`config.mk`:
```
export PLATFORM = sky130hd
export DESIGN_NAME = fcmp_sched_flat
export DESIGN_NICKNAME = d
export VERILOG_FILES = /design/src/rtl/fcmp_sched_if.sv /design/src/rtl/fcmp_sched.sv /design/src/flat_wrapper.sv
export SDC_FILE = /design/constraint.sdc
export NUM_CORES = 1
export LEC_CHECK = 0
export CORE_AREA = 10 10 102 104
export DETAILED_ROUTE_END_ITERATION = 7
export DIE_AREA = 0 0 112 114
export DONT_BUFFER_PORTS = 1
export PLACE_DENSITY = 0.5
export SLEW_MARGIN = 0
export SYNTH_ARGS = -nofsm -noshare
export SYNTH_HDL_FRONTEND = slang
export SYNTH_SLANG_ARGS = --single-unit
```
`constraint.sdc`:
```
create_clock -name clk -period 2 [get_ports clk]
set_clock_uncertainty 0.05 [all_clocks]
set_input_delay 0.4 -clock clk [delete_from_list [all_inputs] [get_ports clk]]
set_output_delay 0.4 -clock clk [all_outputs]
set_load 0.03 [all_outputs]
```
`src/rtl/fcmp_sched_if.sv`:
```
// Request, comparator and response signals of the shared Fleq compare scheduler.
// slave: scheduler side; master: requesters, comparator and response consumer.
interface fcmp_sched_if;
   localparam int unsigned DATA_W = 32;

   logic              req0_valid;
   logic              req1_valid;
   logic [DATA_W-1:0] req0_a;
   logic [DATA_W-1:0] req0_b;
   logic [DATA_W-1:0] req1_a;
   logic [DATA_W-1:0] req1_b;
   logic              req0_ready;
   logic              req1_ready;

   logic              cmp_en;
   logic [DATA_W-1:0] cmp_a;
   logic [DATA_W-1:0] cmp_b;
   logic [DATA_W-1:0] cmp_result;

   logic              rsp_valid;
   logic              rsp_id;
   logic              rsp_leq;
   logic              rsp_nan;
   logic              rsp_ready;

   modport slave (
      input  req0_valid, req1_valid, req0_a, req0_b, req1_a, req1_b,
      output req0_ready, req1_ready,
      output cmp_en, cmp_a, cmp_b,
      input  cmp_result,
      output rsp_valid, rsp_id, rsp_leq, rsp_nan,
      input  rsp_ready
   );

   modport master (
      output req0_valid, req1_valid, req0_a, req0_b, req1_a, req1_b,
      input  req0_ready, req1_ready,
      input  cmp_en, cmp_a, cmp_b,
      output cmp_result,
      input  rsp_valid, rsp_id, rsp_leq, rsp_nan,
      output rsp_ready
   );
endinterface

```
`src/rtl/fcmp_sched.sv`:
```
// fcmp_sched: round-robin scheduler sharing one Fleq (a <= b) comparator
// between two requesters. Grant -> ISSUE for CMP_LAT cycles -> RESP until
// the consumer accepts.
// Optional feature macro: FCMP_NAN_CHECK_EN (NaN operands bypass the
// comparator and return rsp_nan = 1, rsp_leq = 0 one cycle after grant).
module fcmp_sched #(
   parameter int unsigned CMP_LAT = 1
) (
   input logic         clk,
   input logic         rst,
   fcmp_sched_if.slave bus
);
   localparam int unsigned DATA_W = 32;
   localparam int unsigned CNT_W  = 4;

   typedef enum logic [1:0] {
      IDLE  = 2'd0,
      ISSUE = 2'd1,
      RESP  = 2'd2
   } state_t;

   state_t            state;
   logic              ptr;
   logic [CNT_W-1:0]  cnt;
   logic              cmp_en_q;
   logic [DATA_W-1:0] cmp_a_q;
   logic [DATA_W-1:0] cmp_b_q;
   logic              rsp_valid_q;
   logic              rsp_id_q;
   logic              rsp_leq_q;

   logic              grant_c;
   logic              gid_c;
   logic [DATA_W-1:0] sel_a_c;
   logic [DATA_W-1:0] sel_b_c;
   logic              op_nan_c;

   // Round-robin grant: only in IDLE and never while reset is asserted
   always_comb begin
      grant_c = 1'b0;
      gid_c   = 1'b0;
      if (state == IDLE && !rst) begin
         if (bus.req0_valid && bus.req1_valid) begin
            grant_c = 1'b1;
            gid_c   = ptr;
         end else if (bus.req0_valid) begin
            grant_c = 1'b1;
         end else if (bus.req1_valid) begin
            grant_c = 1'b1;
            gid_c   = 1'b1;
         end
      end
   end

   assign sel_a_c        = gid_c ? bus.req1_a : bus.req0_a;
   assign sel_b_c        = gid_c ? bus.req1_b : bus.req0_b;
   assign bus.req0_ready = grant_c & ~gid_c;
   assign bus.req1_ready = grant_c & gid_c;

`ifdef FCMP_NAN_CHECK_EN
   logic rsp_nan_q;

   function automatic logic is_nan(input logic [DATA_W-1:0] x);
      return (x[30:23] == 8'hFF) && (x[22:0] != 23'h0);
   endfunction

   assign op_nan_c    = is_nan(sel_a_c) | is_nan(sel_b_c);
   assign bus.rsp_nan = rsp_nan_q;

   // NaN flag is decided at grant and held through RESP
   always_ff @(posedge clk) begin
      if (rst) begin
         rsp_nan_q <= 1'b0;
      end else if (grant_c) begin
         rsp_nan_q <= op_nan_c;
      end
   end
`else
   assign op_nan_c    = 1'b0;
   assign bus.rsp_nan = 1'b0;
`endif

   // Scheduler FSM with registered comparator drive and response outputs
   always_ff @(posedge clk) begin
      if (rst) begin
         state       <= IDLE;
         ptr         <= 1'b0;
         cnt         <= '0;
         cmp_en_q    <= 1'b0;
         cmp_a_q     <= '0;
         cmp_b_q     <= '0;
         rsp_valid_q <= 1'b0;
         rsp_id_q    <= 1'b0;
         rsp_leq_q   <= 1'b0;
      end else begin
         case (state)
            IDLE: begin
               if (grant_c) begin
                  cmp_a_q  <= sel_a_c;
                  cmp_b_q  <= sel_b_c;
                  rsp_id_q <= gid_c;
                  ptr      <= ~gid_c;
                  cnt      <= '0;
                  if (op_nan_c) begin
                     state       <= RESP;
                     rsp_valid_q <= 1'b1;
                     rsp_leq_q   <= 1'b0;
                  end else begin
                     state    <= ISSUE;
                     cmp_en_q <= 1'b1;
                  end
               end
            end
            ISSUE: begin
               cnt <= cnt + CNT_W'(1);
               if (cnt == CNT_W'(CMP_LAT - 1)) begin
                  rsp_leq_q   <= |bus.cmp_result;
                  rsp_valid_q <= 1'b1;
                  cmp_en_q    <= 1'b0;
                  state       <= RESP;
               end
            end
            RESP: begin
               if (bus.rsp_ready) begin
                  rsp_valid_q <= 1'b0;
                  state       <= IDLE;
               end
            end
            default: state <= IDLE;
         endcase
      end
   end

   assign bus.cmp_en    = cmp_en_q;
   assign bus.cmp_a     = cmp_a_q;
   assign bus.cmp_b     = cmp_b_q;
   assign bus.rsp_valid = rsp_valid_q;
   assign bus.rsp_id    = rsp_id_q;
   assign bus.rsp_leq   = rsp_leq_q;
endmodule

```
`src/flat_wrapper.sv`:
```
// flat-port wrapper written by rule: the top's interface ports become plain ports
module fcmp_sched_flat 
#(
   parameter int unsigned CMP_LAT = 1
)
  (clk, rst, bus_req0_valid, bus_req1_valid, bus_req0_a, bus_req0_b, bus_req1_a, bus_req1_b, bus_req0_ready, bus_req1_ready, bus_cmp_en, bus_cmp_a, bus_cmp_b, bus_cmp_result, bus_rsp_valid, bus_rsp_id, bus_rsp_leq, bus_rsp_nan, bus_rsp_ready);
  fcmp_sched_if bus_i ();
  input logic clk;
  input logic rst;
  input wire logic [$bits(bus_i.req0_valid)-1:0] bus_req0_valid;
  input wire logic [$bits(bus_i.req1_valid)-1:0] bus_req1_valid;
  input wire logic [$bits(bus_i.req0_a)-1:0] bus_req0_a;
  input wire logic [$bits(bus_i.req0_b)-1:0] bus_req0_b;
  input wire logic [$bits(bus_i.req1_a)-1:0] bus_req1_a;
  input wire logic [$bits(bus_i.req1_b)-1:0] bus_req1_b;
  output wire logic [$bits(bus_i.req0_ready)-1:0] bus_req0_ready;
  output wire logic [$bits(bus_i.req1_ready)-1:0] bus_req1_ready;
  output wire logic [$bits(bus_i.cmp_en)-1:0] bus_cmp_en;
  output wire logic [$bits(bus_i.cmp_a)-1:0] bus_cmp_a;
  output wire logic [$bits(bus_i.cmp_b)-1:0] bus_cmp_b;
  input wire logic [$bits(bus_i.cmp_result)-1:0] bus_cmp_result;
  output wire logic [$bits(bus_i.rsp_valid)-1:0] bus_rsp_valid;
  output wire logic [$bits(bus_i.rsp_id)-1:0] bus_rsp_id;
  output wire logic [$bits(bus_i.rsp_leq)-1:0] bus_rsp_leq;
  output wire logic [$bits(bus_i.rsp_nan)-1:0] bus_rsp_nan;
  input wire logic [$bits(bus_i.rsp_ready)-1:0] bus_rsp_ready;
  assign bus_i.req0_valid = bus_req0_valid;
  assign bus_i.req1_valid = bus_req1_valid;
  assign bus_i.req0_a = bus_req0_a;
  assign bus_i.req0_b = bus_req0_b;
  assign bus_i.req1_a = bus_req1_a;
  assign bus_i.req1_b = bus_req1_b;
  assign bus_req0_ready = bus_i.req0_ready;
  assign bus_req1_ready = bus_i.req1_ready;
  assign bus_cmp_en = bus_i.cmp_en;
  assign bus_cmp_a = bus_i.cmp_a;
  assign bus_cmp_b = bus_i.cmp_b;
  assign bus_i.cmp_result = bus_cmp_result;
  assign bus_rsp_valid = bus_i.rsp_valid;
  assign bus_rsp_id = bus_i.rsp_id;
  assign bus_rsp_leq = bus_i.rsp_leq;
  assign bus_rsp_nan = bus_i.rsp_nan;
  assign bus_i.rsp_ready = bus_rsp_ready;
  fcmp_sched #(.CMP_LAT(CMP_LAT)) u_core (.clk(clk), .rst(rst), .bus(bus_i));
endmodule
```
After elaboration in Yosys (flattened, before gate mapping)

Cells that the tools add are included.

Bits in registers: 75
Bits of input ports: 165
Output and inout bits: 71
Logic and storage cells: 53

Add/sub/neg operators: 1
Equality and inequality tests: 5
Mux-type cells: 21
Bitwise gates (word level): 3
Reductions and logical operators: 14

Operators by type and width:

| kind                | number |
|---|---|
| $mux 32             | 2 |
| $reduce_or 32->1    | 1 |
| $mux 1              | 11 |
| $reduce_and 3->1    | 3 |
| $pmux 4 s2          | 1 |
| $mux 2              | 3 |
| $pmux 2 s3          | 1 |
| $reduce_and 2->1    | 3 |
| $add 4x1->4 const B | 1 |
| $logic_not 4->1     | 1 |
| $mux 4              | 1 |
| $ne 2x1->1 const B  | 2 |
| $pmux 1 s2          | 2 |
| $reduce_bool 2->1   | 2 |
| $and 1x1->1         | 2 |
| $eq 2x1->1 const B  | 1 |
| $eq 2x2->1 const B  | 1 |
| $logic_and 1x1->1   | 2 |
| $logic_not 2->1     | 1 |
| $ne 2x2->1 const B  | 1 |
| $logic_not 1->1     | 1 |
| $not 1->1           | 1 |

Longest topological paths before layout

Word-level depth: 6
Gate-level depth with buffers: 6
Mapped depth without buffers: 6

Least setup slack after synthesis

OpenSTA, ideal clock, no wires.

Kind: input-to-output
Start point: input port rst
End point: output port bus_req1_ready
Arrival: 1.221 ns
Slack: 0.329 ns
Stages: 3
Cells stage by stage: nor3_1 > o211a_1 > clkbuf_1

Word-level cells in the longest chain between the ends: 4
Elaborated cells on any way between the ends: 5

Ends and longest elaborated chain:

| what                | line               | RTL |
|---|---|---|
| start: declaration  | flat_wrapper.sv:9  | `input logic rst;` |
| $logic_not 1->1 *   | fcmp_sched.sv:42   | `if (state == IDLE && !rst) begin` |
| $logic_and 1x1->1 * | fcmp_sched.sv:42   |  |
| $mux 1              | fcmp_sched.sv:42   |  |
| $and 1x1->1 *       | fcmp_sched.sv:58   | `assign bus.req1_ready = grant_c & gid_c;` |
| end: declaration    | flat_wrapper.sv:17 | `output wire logic [$bits(bus_i.req1_ready)-1:0] bus_req1_ready;` |

Every way passes the cells marked *; elsewhere a longest branch is shown, timed or not.

Worst setup path after layout

Start point: register u_core.state[0]
End point: output port bus_req0_ready

Word-level cells in the longest chain between the ends: 5
Elaborated cells on any way between the ends: 6

Ends and longest elaborated chain:

| what                     | line               | RTL |
|---|---|---|
| start: declaration       | fcmp_sched.sv:22   | `state_t state;` |
| start signal: assignment | fcmp_sched.sv:86   | `state <= IDLE;` |
| start signal: assignment | fcmp_sched.sv:105  | `state <= RESP;` |
| start signal: assignment | fcmp_sched.sv:109  | `state <= ISSUE;` |
| $logic_not 2->1 *        | fcmp_sched.sv:42   |  |
| $logic_and 1x1->1 *      | fcmp_sched.sv:42   |  |
| $mux 1                   | fcmp_sched.sv:42   |  |
| $not 1->1                | fcmp_sched.sv:57   | `assign bus.req0_ready = grant_c & ~gid_c;` |
| $and 1x1->1 *            | fcmp_sched.sv:57   |  |
| end: declaration         | flat_wrapper.sv:16 | `output wire logic [$bits(bus_i.req0_ready)-1:0] bus_req0_ready;` |

Marked as above.

==> key figures <==
Status
  • Status: complete, no violations

Synthesis
  • Syn_area_per_cell: approximately 10 um^2
  • Post-Syn Area: approximately 2900 um^2
  • Post-Syn Instances: approximately 290
  • Synth Register Bits: 75
  • Area contributors post-synth: dfxtp_1 52%, a222oi_1 22%, nor2_1 9.2%
  • Sequential area share after synthesis: 0.524
  • Cell variety after synth: 30
  • Async SR Flop Fraction: 0
  • Synth Warn #: 0
  • Number of synthesized flops with an enable pin: 0
  • Largest area contributor in the netlist: dfxtp_1
  • Mapped Nets: between 400 and 500
  • Yosys top cell area share: 0.524
  • Prevailing post-synth register cell: dfxtp_1

Clocking
  • H-tree Lvls: 3
  • Inserted Clock Buffers: 9
  • Post-CTS setup buffers: 0
  • Clock tree buffer depth: 2
  • Clock slew at reported path FFs: about 0.080 ns
  • Clock sinks: 75
  • CTS Root Cell: clkbuf_8
  • Clk_lat worst skew: approximately 0.33 ns
  • CTS tree: yes

Power and ir drop
  • Power per cell area: roughly 1100 nW/um^2
  • Switching share of power: 0.315
  • Clock share of power: 0.330
  • Power Total: 3.55 mW
  • Combinational share of power: 0.118
  • Sequential share of power: 0.552
  • Peak supply drop: between 0.0004 and 0.0005 V
  • Leakage: 1.11 nW
  • Psw: ~1.1 mW
  • Internal: between 2 and 2.5 mW

STA
  • Final period util: 0.967
  • Fmax: roughly 0.52 GHz
  • RSZ-0062 raised after global routing: false
  • Hold Vio Cnt, Final: 0
  • Min Tclk post-route: 1.93 ns
  • Fin worst setup slack: between 0.06 and 0.07 ns
  • Setup TNS: 0 ns
  • Final setup violation count: 0
  • Slew Viols, Final: 0

Global route
  • Largest net degree at the start of global routing: 77
  • Initial antenna violation count: 0
  • Gr usage total: 0.134
  • Gr busiest metal: met2
  • Met1 usage: 0.134
  • M2 GR Usage: 0.230
  • Global-route wire length before repair: 14200 um
  • Grt met3 use: 0.0682
  • Number of global-route vias before repair: 2522
  • GRT Residual Overflow: 0

Critical path
  • Critical-path top delay cell: or3_4
  • CP top delay family: simple AND/OR/NAND/NOR gates
  • CP Max Fanout: 6
  • Crit Path Class: flop to primary output
  • WP buf/inv: 1
  • CP arrival: roughly 1.5 ns
  • CP Launch Type: flop
  • Critical path endpoint category: primary output
  • CP required: approximately 1.6 ns
  • Critical Path, Cell by Cell: or3_4 -> a211oi_4 -> buf_6
  • Worst path max stage delay: slightly above 0.4 ns

Detailed routing
  • WL per Instance: between 20 and 25 um
  • Drt drc: 0
  • Routed Antenna Nets: 0
  • Via count: 2427
  • Via density: just over 6
  • First-pass DRT Iterations: 6
  • Total wire length: 9550 um
  • 1st-iter DRT viols: ~400

Placement
  • DP Worst Slack: between 0.2 and 0.25 ns
  • I/O Buffers: 0
  • Post-DP Area: just under 3000 um^2
  • Routability cong.: around 0.73
  • Final HPWL DP: approximately 7200 um

Die
  • Num ports: 236
  • Die ar.: 12800 um^2
  • FP Rows: 34
  • Die width: about 110 um
  • Initial core utilization: 0.339
  • Core Footprint: roughly 8500 um^2
  • Die Height: 114 um

Layout
  • Area Growth Syn to Fin: 9.64%
  • Fillers: roughly 870
  • Storage element area: between 1500 and 2000 um^2
  • Diodes inserted: 0
  • Nets: between 400 and 500
  • Final core utilization: 0.371
  • Share of cells above drive strength 1: 0.110
  • Final instance area: between 3000 and 4000 um^2
  • Multi-input logic area: between 1000 and 1500 um^2

Hold path
  • Type of the tightest min-delay check: input port to flop

Run
  • Max-cap violation count: 0
## metal layers
metal / vias to the layer above / wire length (um)
met5: - / 0
met4: 0 / 138
met3: 12 / 1300
met2: 165 / 4760
met1: 1130 / 3350
li1: 1120 / -
## registers in the layout, summed over array words and instances (netlist names)
register              count
u_core.ptr                1
u_core.state              2
u_core.bus.cmp_a         32
u_core.cnt                4
u_core.bus.rsp_id         1
u_core.bus.rsp_valid      1
u_core.bus.rsp_leq        1
u_core.bus.cmp_en         1
u_core.bus.cmp_b         32
## placed cells by master (no fill, tap or decap)
master and count:
a211oi_4 1, a21oi_1 7, dfxtp_1 75, buf_6 1, nor3_1 3, nor3_2 1, or3b_2 1, clkinvlp_4 2
a31o_2 2, buf_12 1, conb_1 1, o211a_2 1, inv_1 4, or3_4 1, nor2_1 70, or2_2 1
clkbuf_1 1, xor2_1 1, nand4_1 3, ha_1 2, bufinv_16 1, o21ai_4 1, a222oi_1 64, nand3_1 2
nand2_1 4, nor3b_1 1, nand3b_1 1, o31ai_1 1, clkbuf_8 10, nand2b_1 1, nor2b_1 1, buf_4 5
nor4_1 8, clkinv_4 2
## per-stage QoR
stage               cells  hold WS (ns)
finish                389        0.0878
global route          389        0.0573
CTS                   389        0.0542
detailed placement    373         0.432
global placement      373         0.415
floorplan             288         0.402
## power groups by stage
stage               combinational, mW  sequential (mW)  clock, mW
floorplan                       0.377             1.96          0
global placement                0.410             2.00          0
detailed placement              0.423             2.00          0
CTS                             0.423             1.97       1.23
global route                    0.474             1.98       1.27
finish                          0.418             1.96       1.17
## Yosys cell counts (2+ instances only)
cell type and number:
a21oi_1 7, a222oi_1 64, a31o_2 2, buf_1 3, buf_2 4, buf_4 2
buf_6 4, clkbuf_1 17, dfxtp_1 75, ha_1 2, inv_1 4, nand2_1 4
nand3_1 2, nand4_1 3, nor2_1 70, nor3_1 4, nor4_1 8
## kinds of logic after synthesis
logic type               Yosys count  synth area share
XOR/XNOR                           1           0.00305
buffers and inverters             34            0.0593
flip-flops                        75             0.524
AND/OR/NAND/NOR                   98             0.150
AO/OA/AOI/OAI                     77             0.254
adder cells (fa/ha/maj)            2           0.00872
other                              1           0.00131
## worst reg2reg max path: stages, from the launching register on
cell and delay, ns:
dfxtp_1 0.35, or3_4 0.41, a211oi_4 0.22, buf_4 0.37, a222oi_1 0.17, nor2_1 0.10
## worst paths after layout
| kind | start | end | slack [ns] | cells after the start |
|---|---|---|---|---|
| min reg2reg | u_core.cnt[3]$_SDFFE_PP0P_ | u_core.cnt[3]$_SDFFE_PP0P_ | 0.44 | 2 |
| min | rst | u_core.bus.cmp_b[22]$_SDFFE_PP0P_ | 0.09 | 1 |
| max reg2reg | u_core.state[0]$_SDFFE_PP0P_ | u_core.bus.cmp_a[15]$_SDFFE_PP0P_ | 0.28 | 5 |
| max | u_core.state[0]$_SDFFE_PP0P_ | bus_req0_ready | 0.07 | 3 |
## timing repair
item / CTS / global route
endpoints found under the setup margin: 1 / 1
resized for setup: 1 / 1
endpoints found under the hold margin: 0 / 0
hold buffers: 0 / 0
## final cells by class
cell class	count	share of cell area
multi-input cells	179	0.388
clock buffers	11	0.0450
flip-flops and latches	75	0.478
repair buffers	7	0.0219
clock inverters	5	0.0199
inverters	4	0.00478
well taps	108	0.0430
Power figures use the tool's default switching activity.
